**config.mk**
```make
export PLATFORM = sky130hd
export DESIGN_NAME = mult_div_unit
export DESIGN_NICKNAME = d
export VERILOG_FILES = /design/src/rtl/mult_div_unit.sv
export SDC_FILE = /design/constraint.sdc
export NUM_CORES = 1
export LEC_CHECK = 0
export ABC_AREA = 1
export BUFFER_PORTS_ARGS = -buffer_cell sky130_fd_sc_hd__buf_2
export CAP_MARGIN = 20
export CORE_MARGIN = 4
export CORE_UTILIZATION = 60
export DETAILED_ROUTE_END_ITERATION = 10
export PLACE_DENSITY = 0.79
export SLEW_MARGIN = 20
export SYNTH_ARGS = -nofsm -noshare
export SYNTH_HDL_FRONTEND = slang
export SYNTH_SLANG_ARGS = --single-unit
```
**constraint.sdc**
```tcl
create_clock -name clk -period 6.15 [get_ports clk]
set_clock_uncertainty 0.05 [all_clocks]
set_input_delay 1.23 -clock clk [delete_from_list [all_inputs] [get_ports clk]]
set_output_delay 1.23 -clock clk [all_outputs]
set_load 0.1 [all_outputs]
```
**src/rtl/mult_div_unit.sv**
```systemverilog
// Iterative signed multiply (radix-2 Booth) / divide (restoring, on magnitudes) unit.
// One iteration per cycle, WIDTH iterations per operation; results appear with a done pulse.
module mult_div_unit #(
    parameter int WIDTH = 32
) (
    input  logic             clk,
    input  logic             reset,
    input  logic             start,
    input  logic             op,
    input  logic [WIDTH-1:0] a,
    input  logic [WIDTH-1:0] b,
    output logic [WIDTH-1:0] hi,
    output logic [WIDTH-1:0] lo,
    output logic             busy,
    output logic             done,
    output logic             div0
);
    localparam int CW = $clog2(WIDTH);

    typedef enum logic [1:0] {StIdle, StMult, StDiv, StFinish} state_e;

    state_e           r_state;
    state_e           w_state_n;
    logic [CW-1:0]    r_cnt;
    logic [WIDTH:0]   r_acc;
    logic [WIDTH-1:0] r_q;
    logic [WIDTH-1:0] r_m;
    logic             r_qm1;
    logic             r_neg_q;
    logic             r_neg_r;
    logic [WIDTH-1:0] r_hi;
    logic [WIDTH-1:0] r_lo;
    logic             r_done;
    logic             r_div0;

    logic             w_accept;
    logic             w_div_zero;
    logic             w_launch;
    logic             w_iter;
    logic             w_last;
    logic [WIDTH-1:0] w_abs_a;
    logic [WIDTH-1:0] w_abs_b;
    logic [WIDTH:0]   w_m_ext;
    logic [WIDTH:0]   w_booth;
    logic [WIDTH:0]   w_trial;
    logic [WIDTH:0]   w_acc_n;
    logic [WIDTH-1:0] w_q_n;
    logic             w_qm1_n;
    logic [WIDTH-1:0] w_quo;
    logic [WIDTH-1:0] w_rem;

    // FINISH accepts a new start exactly like IDLE.
    assign w_accept   = ((r_state == StIdle) || (r_state == StFinish)) && start;
    assign w_div_zero = w_accept && op && (b == '0);
    assign w_launch   = w_accept && !w_div_zero;
    assign w_iter     = (r_state == StMult) || (r_state == StDiv);
    assign w_last     = (r_cnt == CW'(WIDTH - 1));

    assign w_abs_a = a[WIDTH-1] ? -a : a;
    assign w_abs_b = b[WIDTH-1] ? -b : b;
    assign w_m_ext = {r_m[WIDTH-1], r_m};

    always_ff @(posedge clk) begin
        if (reset) begin
            r_state <= StIdle;
        end else begin
            r_state <= w_state_n;
        end
    end

    always_comb begin
        w_state_n = r_state;
        case (r_state)
            StIdle, StFinish: begin
                w_state_n = StIdle;
                if (w_launch) begin
                    w_state_n = op ? StDiv : StMult;
                end
            end
            StMult, StDiv: begin
                if (w_last) begin
                    w_state_n = StFinish;
                end
            end
            default: w_state_n = StIdle;
        endcase
    end

    // One iteration of either algorithm; the divider reuses r_acc as the partial remainder
    // and r_q as the dividend/quotient shift register.
    always_comb begin
        w_booth = r_acc;
        case ({r_q[0], r_qm1})
            2'b01:   w_booth = r_acc + w_m_ext;
            2'b10:   w_booth = r_acc - w_m_ext;
            default: w_booth = r_acc;
        endcase
        w_trial = {r_acc[WIDTH-1:0], r_q[WIDTH-1]} - {1'b0, r_m};
        if (r_state == StDiv) begin
            w_qm1_n = 1'b0;
            if (!w_trial[WIDTH]) begin
                w_acc_n = w_trial;
                w_q_n   = {r_q[WIDTH-2:0], 1'b1};
            end else begin
                w_acc_n = {r_acc[WIDTH-1:0], r_q[WIDTH-1]};
                w_q_n   = {r_q[WIDTH-2:0], 1'b0};
            end
        end else begin
            w_acc_n = {w_booth[WIDTH], w_booth[WIDTH:1]};
            w_q_n   = {w_booth[0], r_q[WIDTH-1:1]};
            w_qm1_n = r_q[0];
        end
    end

    assign w_quo = r_neg_q ? -w_q_n : w_q_n;
    assign w_rem = r_neg_r ? -w_acc_n[WIDTH-1:0] : w_acc_n[WIDTH-1:0];

    always_ff @(posedge clk) begin
        if (reset) begin
            r_cnt   <= '0;
            r_acc   <= '0;
            r_q     <= '0;
            r_m     <= '0;
            r_qm1   <= 1'b0;
            r_neg_q <= 1'b0;
            r_neg_r <= 1'b0;
            r_hi    <= '0;
            r_lo    <= '0;
            r_done  <= 1'b0;
            r_div0  <= 1'b0;
        end else begin
            r_done <= 1'b0;
            r_div0 <= 1'b0;
            if (w_launch) begin
                r_cnt   <= '0;
                r_acc   <= '0;
                r_qm1   <= 1'b0;
                r_q     <= op ? w_abs_a : a;
                r_m     <= op ? w_abs_b : b;
                r_neg_q <= a[WIDTH-1] ^ b[WIDTH-1];
                r_neg_r <= a[WIDTH-1];
            end else if (w_iter) begin
                r_cnt <= r_cnt + 1'b1;
                r_acc <= w_acc_n;
                r_q   <= w_q_n;
                r_qm1 <= w_qm1_n;
                if (w_last) begin
                    r_done <= 1'b1;
                    if (r_state == StDiv) begin
                        r_hi <= w_rem;
                        r_lo <= w_quo;
                    end else begin
                        r_hi <= w_acc_n[WIDTH-1:0];
                        r_lo <= w_q_n;
                    end
                end
            end
            if (w_div_zero) begin
                r_done <= 1'b1;
                r_div0 <= 1'b1;
            end
        end
    end

    assign hi   = r_hi;
    assign lo   = r_lo;
    assign busy = w_iter;
    assign done = r_done;
    assign div0 = r_div0;

endmodule

```
# Word-level counts from Yosys, hierarchy flattened

Cells that the tools add are included.

Bits in registers: 173
Input port bits: 68
Logic and storage cells: 68

$add $sub $neg: 8
Equal/unequal tests: 7
Multiplexer cells: 25
Bitwise gates (word level): 2
Reduce and logical (&&, ||, !) cells: 14

Operator list:

| operator                                                               | number |
|---|---|
| 32-bit two-way mux                                                     | 11 |
| 32-bit negator                                                         | 4 |
| 33-bit two-way mux                                                     | 2 |
| 33-bit one-hot mux with 2 select lines                                 | 1 |
| 33-bit adder                                                           | 1 |
| 33-bit by 32-bit subtractor with 33-bit output                         | 1 |
| 33-bit subtractor                                                      | 1 |
| 32-bit logical NOT                                                     | 1 |
| 1-bit two-way mux                                                      | 7 |
| 2-bit equality test (second input constant)                            | 3 |
| 2-bit two-way mux                                                      | 3 |
| 2-bit OR reduction                                                     | 3 |
| 5-bit by 1-bit adder with 5-bit output (second input constant)         | 1 |
| 5-bit equality test (second input constant)                            | 1 |
| 2-bit by 1-bit equality test with 1-bit output (second input constant) | 2 |
| 1-bit logical AND                                                      | 4 |
| 2-bit one-hot mux with 2 select lines                                  | 1 |
| 3-bit AND reduction                                                    | 1 |
| 2-bit logical NOT                                                      | 1 |
| 1-bit logical OR                                                       | 2 |
| 2-bit inequality test (second input constant)                          | 1 |
| 2-bit nonzero test                                                     | 1 |
| 1-bit logical NOT                                                      | 1 |
| 1-bit inverter                                                         | 1 |
| 1-bit bitwise XOR                                                      | 1 |

# Depth between registers and ports, before layout

Depth after elaboration: 9
Depth in mapped cells: 36
Gate-level depth less buffers: 36

# Worst setup path before layout

Ideal clock, no wire load.

Kind: reg-to-reg
From: register r_q[31]
To: register r_lo[22] (netlist: lo[22])
Data arrival time: 3.791 ns
Setup slack: 2.190 ns
Cell stages (with the launch flop): 33
Path buffers: 0
Cells stage by stage: dfxtp_1 -> inv_1 -> ha_1 -> inv_1 -> fa_1 -> nand2_1 -> nand3_1 -> nand3_1 -> nand2_1 -> nand2_1 -> nand2_1 -> nand2_1 -> nand2_1 -> a21oi_1 -> o21bai_1 -> ha_1 -> inv_2 -> nand2_1 -> o21ai_1 -> ha_1 -> nand3_1 -> nor2_2 -> nand2_1 -> nor3_2 -> nand3_1 -> nor2_1 -> nand2_1 -> nor2_1 -> nor2_1 -> nand2_1 -> nand2_1 -> o221ai_1 -> inv_1

Cells in the longest elaborated chain, start to end: 6

RTL lines:

| item                                           | RTL line | source |
|---|---|---|
| start, declared                                | 26       | `logic [WIDTH-1:0] r_q;` |
| start signal, assigned                         | 138      | `r_q <= op ? w_abs_a : a;` |
| start signal, assigned                         | 145      | `r_q <= w_q_n;` |
| 33-bit by 32-bit subtractor with 33-bit output | 98       | `w_trial = {r_acc[WIDTH-1:0], r_q[WIDTH-1]} - {1'b0, r_m};` |
| 1-bit two-way mux                              | 101      | `if (!w_trial[WIDTH]) begin` |
| 32-bit two-way mux                             | 99       | `if (r_state == StDiv) begin` |
| 32-bit negator                                 | 115      | `assign w_quo = r_neg_q ? -w_q_n : w_q_n;` |
| 32-bit two-way mux                             | 115      |  |
| 32-bit two-way mux                             | 149      | `if (r_state == StDiv) begin` |
| end signal, assigned                           | 151      | `r_lo <= w_quo;` |
| end signal, assigned                           | 154      | `r_lo <= w_q_n;` |
| end, declared                                  | 32       | `logic [WIDTH-1:0] r_lo;` |

Every way passes these cells.
A chain may end at the register's enable or synchronous reset.

# Worst setup path in the final report

From: register r_q[31]
To: register r_hi[24] (netlist: hi[24])

Cells in the longest elaborated chain, start to end: 6

RTL lines:

| item                                           | RTL line | source |
|---|---|---|
| 33-bit by 32-bit subtractor with 33-bit output | 98       |  |
| 33-bit two-way mux (*)                         | 101      |  |
| 33-bit two-way mux (*)                         | 99       |  |
| 32-bit negator                                 | 116      | `assign w_rem = r_neg_r ? -w_acc_n[WIDTH-1:0] : w_acc_n[WIDTH-1:0];` |
| 32-bit two-way mux                             | 116      |  |
| 32-bit two-way mux (*)                         | 149      |  |
| end signal, assigned                           | 150      | `r_hi <= w_rem;` |
| end signal, assigned                           | 153      | `r_hi <= w_acc_n[WIDTH-1:0];` |
| end, declared                                  | 31       | `logic [WIDTH-1:0] r_hi;` |

Mark *: on every way between the ends. The rest lies on a longest branch, timed or not.

==> metrics.md <==
| Metric | Value |
|---|---|
| Routed Wire Length | `62.9 mm` |
| Area of the placeable core | `0.0279 mm²` |
| Maximum fanout along the worst path | `29` |
| Final HPWL DP | `49.5 mm` |
| Mean number of vias per cell | `5.83` |
| Critical Path Slowest Stage Cell | `sky130_fd_sc_hd__ha_1` |
| Timing-limited maximum frequency | `~190 MHz` |
| GR Overflow Total | `0` |
| Slowest Stage Delay on Critical Path | `roughly 0.56 ns` |
| Beginning of the critical path | `r_q[31]` |
| Total I/O pin count | `around 140` |
| Power after layout | `4.76 mW` |
| Slew of the pin with the lowest slew margin | `1.19 ns` |
| Total of flip-flops plus latches after synthesis | `173` |
| Count of yosys warnings during synthesis | `0` |
| Worst Setup Path Type | `reg -> reg` |
| Cells on worst reg2reg path | `29` |
| Prevailing post-synth register cell | `sky130_fd_sc_hd__dfxtp_1` |
| Total standard cell area after synthesis | `0.0170 mm²` |
| Total power per unit cell area | `between 200 and 300 mW/mm²` |
| Kind of end point of the critical path | `flop` |
| Relative slew margins | `0.206` |
| CTS sink count | `173` |
| Critical path's most frequent cell | `sky130_fd_sc_hd__nand2_1` |
| Fraction of power consumed by sequential logic | `0.262` |
| Finish-stage setup viols | `0` |
| Design internal power | `2.44 mW` |
| Cell types occupying the most area after synthesis | `sky130_fd_sc_hd__dfxtp_1, sky130_fd_sc_hd__nand2_1, sky130_fd_sc_hd__inv_1, sky130_fd_sc_hd__a21oi_1, sky130_fd_sc_hd__nand3_1` |
| Worst-path clk slew | `0.08 ns` |
| Largest net degree at the start of global routing | `82` |
| Leak pwr | `9.85 nW` |
| Layout Cells excl Fill | `~3,400` |
| Level count of the clock H-tree | `4` |
| Placed cell count | `3,400` |
| Cell at the root of the clock tree | `sky130_fd_sc_hd__clkbuf_16` |
| Fin crit period | `between 5 and 6 ns` |
| Register area share after synthesis | `0.204` |
| Starting Density | `0.611` |
| Placed cell areas | `0.0178 mm²` |
| Final Cycle Share | `0.862` |
| Element type at the critical path start | `flop` |
| Minimum setup slack after placement | `about 1.1 ns` |
| Post-synth ARST share | `0` |
| Resize count post-CTS | `0` |
| Finished Cell Area | `0.0184 mm²` |
| Number of hold-slack violations in the final timing report | `0` |
| Total inserted antenna cells | `0` |
| Worst EP arrival | `5.64 ns` |
| Net count, final | `3,185` |
| WP data required | `6.49 ns` |
| P_sw | `2.32 mW` |
| Cell accounting for the most synthesized area | `sky130_fd_sc_hd__dfxtp_1` |
| Total global-route track usage | `0.396` |
| Setup repair after global routing missed its margin | `no` |
| Detail Route Antenna Nets | `0` |
| Clock insertion delay at the later pin of the skew report | `0.46 ns` |
| Beginning of the worst register-to-register path | `r_q[31]` |
| Number of antenna violations at the first check in global routing | `2` |
| Clock share of power | `0.246` |
| Synthesized instance count | `2,971` |
| WHS Path Cells | `2` |
| Status | `finished clean` |
| Class of the most critical hold timing path | `reg -> reg` |
| Y dimension of the die | `176 µm` |
| CTS tree | `built` |
| Final Slew Violations | `0` |
| Net switching fraction of the power | `0.488` |
| Number of buffers inserted during clock tree synthesis | `17` |
| Number of global-route vias before repair | `18,700` |
| Post-CTS setup buffer count | `0` |
| Combinational cell fraction of total power | `0.492` |
| Number of nets in the synthesized netlist | `just over 3,000` |
| Maximum count of clock buffers along a single path | `2` |
| Max Cap Violations | `0` |
| Worst vdd ir | `0.000199 V` |
| Total of buffers placed on input and output ports | `about 130` |
| Drt drc | `0` |
| Share of final-layout standard cells stronger than drive strength 1 | `0.0966` |
| Width of the chip | `176 µm` |
| Share of Yosys cell area claimed by the top area cell type | `0.204` |
| Cell Rows | `61` |
| First-pass GRT wire length | `98.0 mm` |
| Die ar. | `a little over 0.03 mm²` |
| Quantity of hold-fixing buffers added after cts | `0` |
| Syn avg cell area | `5.73 µm²` |
| Post-route setup TNS | `0 ns` |
| Worst Setup Slack, final | `0.850 ns` |
| Number of flops mapped to enable cells by yosys | `0` |
| Layout Area Growth over Synthesis | `8.38%` |
| DR vias | `20,000` |
| Detailed-router iteration count before antenna repair | `7` |
| Distinct cells, synth | `56` |
| Placer's final routability congestion estimate | `1.11` |
| Routed wire length per instance | `18.3 µm` |
| HP Start | `r_q[25]` |
| DRC violation total after the first TritonRoute iteration | `2,296` |
==> per-layer routing <==
metal	routed length (µm)	global-route usage	vias up
li1	-	-	9594
met1	24000	0.474	9058
met2	27600	0.632	1091
met3	6260	0.0925	260
met4	5020	0.268	4
met5	23	0	-
==> critical path, delay by kind of cell, from the launching register on <==
kind	cells	cell delay, ns
compound gates	5	0.64
fa+ha+maj	3	1.21
buf+inv	4	0.79
flops	1	0.32
simple gates	17	2.21
==> state kept, by name, indices dropped and copies added, names as in the netlist <==
name	flops
r_neg_q	1
r_qm1	1
r_neg_r	1
hi	32
r_m	32
done	1
div0	1
r_q	32
r_cnt	5
r_acc	33
r_state	2
lo	32
==> cells in the final DEF (no fill, tap or decap), types with 4 or more instances in the layout <==
cell type | synthesis | final
sky130_fd_sc_hd__nand2_1 | 823 | 823
sky130_fd_sc_hd__inv_1 | 513 | 512
sky130_fd_sc_hd__nor2_1 | 244 | 244
sky130_fd_sc_hd__a21oi_1 | 230 | 230
sky130_fd_sc_hd__nand3_1 | 217 | 217
sky130_fd_sc_hd__o21ai_0 | 174 | 174
sky130_fd_sc_hd__dfxtp_1 | 173 | 173
sky130_fd_sc_hd__buf_2 | 17 | 134
sky130_fd_sc_hd__xor2_1 | 87 | 87
sky130_fd_sc_hd__ha_1 | 74 | 73
sky130_fd_sc_hd__nor3_1 | 32 | 32
sky130_fd_sc_hd__nand4_1 | 32 | 32
sky130_fd_sc_hd__a31oi_1 | 32 | 32
sky130_fd_sc_hd__o22ai_1 | 29 | 29
sky130_fd_sc_hd__xnor2_1 | 24 | 24
sky130_fd_sc_hd__inv_2 | 23 | 23
sky130_fd_sc_hd__nand2_2 | 20 | 20
sky130_fd_sc_hd__nor2_2 | 17 | 17
sky130_fd_sc_hd__clkbuf_16 | 0 | 17
sky130_fd_sc_hd__o21ai_1 | 13 | 13
sky130_fd_sc_hd__a21oi_2 | 12 | 12
sky130_fd_sc_hd__buf_4 | 3 | 12
sky130_fd_sc_hd__nand3_2 | 10 | 10
sky130_fd_sc_hd__o221ai_1 | 10 | 10
sky130_fd_sc_hd__o211ai_1 | 9 | 9
sky130_fd_sc_hd__or2_2 | 7 | 7
sky130_fd_sc_hd__nor4_1 | 7 | 7
sky130_fd_sc_hd__nor2_4 | 6 | 6
sky130_fd_sc_hd__nand3b_1 | 6 | 6
sky130_fd_sc_hd__o21ai_2 | 5 | 5
sky130_fd_sc_hd__o31ai_1 | 5 | 5
sky130_fd_sc_hd__and2_1 | 5 | 5
sky130_fd_sc_hd__nor3_2 | 4 | 4
sky130_fd_sc_hd__inv_8 | 0 | 4
sky130_fd_sc_hd__clkinv_8 | 0 | 4
==> power groups by stage <==
stage	Sequential (mW)	Clock, mW	Combinational (mW)
2_1_floorplan	1.24	0	1.64
3_3_place_gp	1.27	0	2.21
3_5_place_dp	1.27	0	2.25
4_1_cts	1.24	1.17	2.27
5_1_grt	1.25	1.22	2.57
6_report	1.25	1.17	2.34
==> synth_stat cells, drive strengths merged (5+ instances only) <==
master and instances:
a21oi 243, a31oi 32, and2 5, buf 36, clkbuf 60, dfxtp 173, ha 74, inv 536
nand2 844, nand3 228, nand3b 6, nand4 34, nor2 267, nor3 37, nor4 7, o211ai 9
o21ai 192, o221ai 10, o22ai 29, o31ai 5, or2 9, xnor2 24, xor2 87
==> logic make-up (layout without fill, tap and decap cells) <==
family,after synthesis,count (layout),share of synthesized area
AND/OR/NAND/NOR,1441,1441,0.363
XOR/XNOR,111,111,0.0571
flip-flops,173,173,0.204
buffers and inverters,636,719,0.146
multiplexers,1,1,0.000588
AO/OA/AOI/OAI,533,533,0.173
adder cells (fa/ha/maj),76,76,0.0568
==> path summary, 6_finish.rpt <==
path / endpoint / slack [ns]
worst max-delay path: hi[24] / 0.85
worst min-delay path: r_q[25] / 0.42
worst max register to register: hi[24] / 0.85
worst min register to register: r_q[25] / 0.42
==> cell type report <==
class | count | area [µm²]
tap | 378 | 473
clock inverter | 15 | 195
clock buffer | 17 | 425
inverter | 540 | 2030
timing repair buffer | 147 | 781
multi-input combinational | 2162 | 11100
fill | 2685 | 9420
sequential | 173 | 3460
==> per-stage QoR <==
| step | util | hold WS, ns |
|---|---|---|
| floorplan | - | 0.391 |
| global placement | 0.639 | 0.402 |
| detailed placement | 0.640 | 0.406 |
| CTS | 0.662 | 0.418 |
| global route | 0.662 | 0.448 |
| finish | 0.662 | 0.423 |
(Power assumes the default switching activity.)
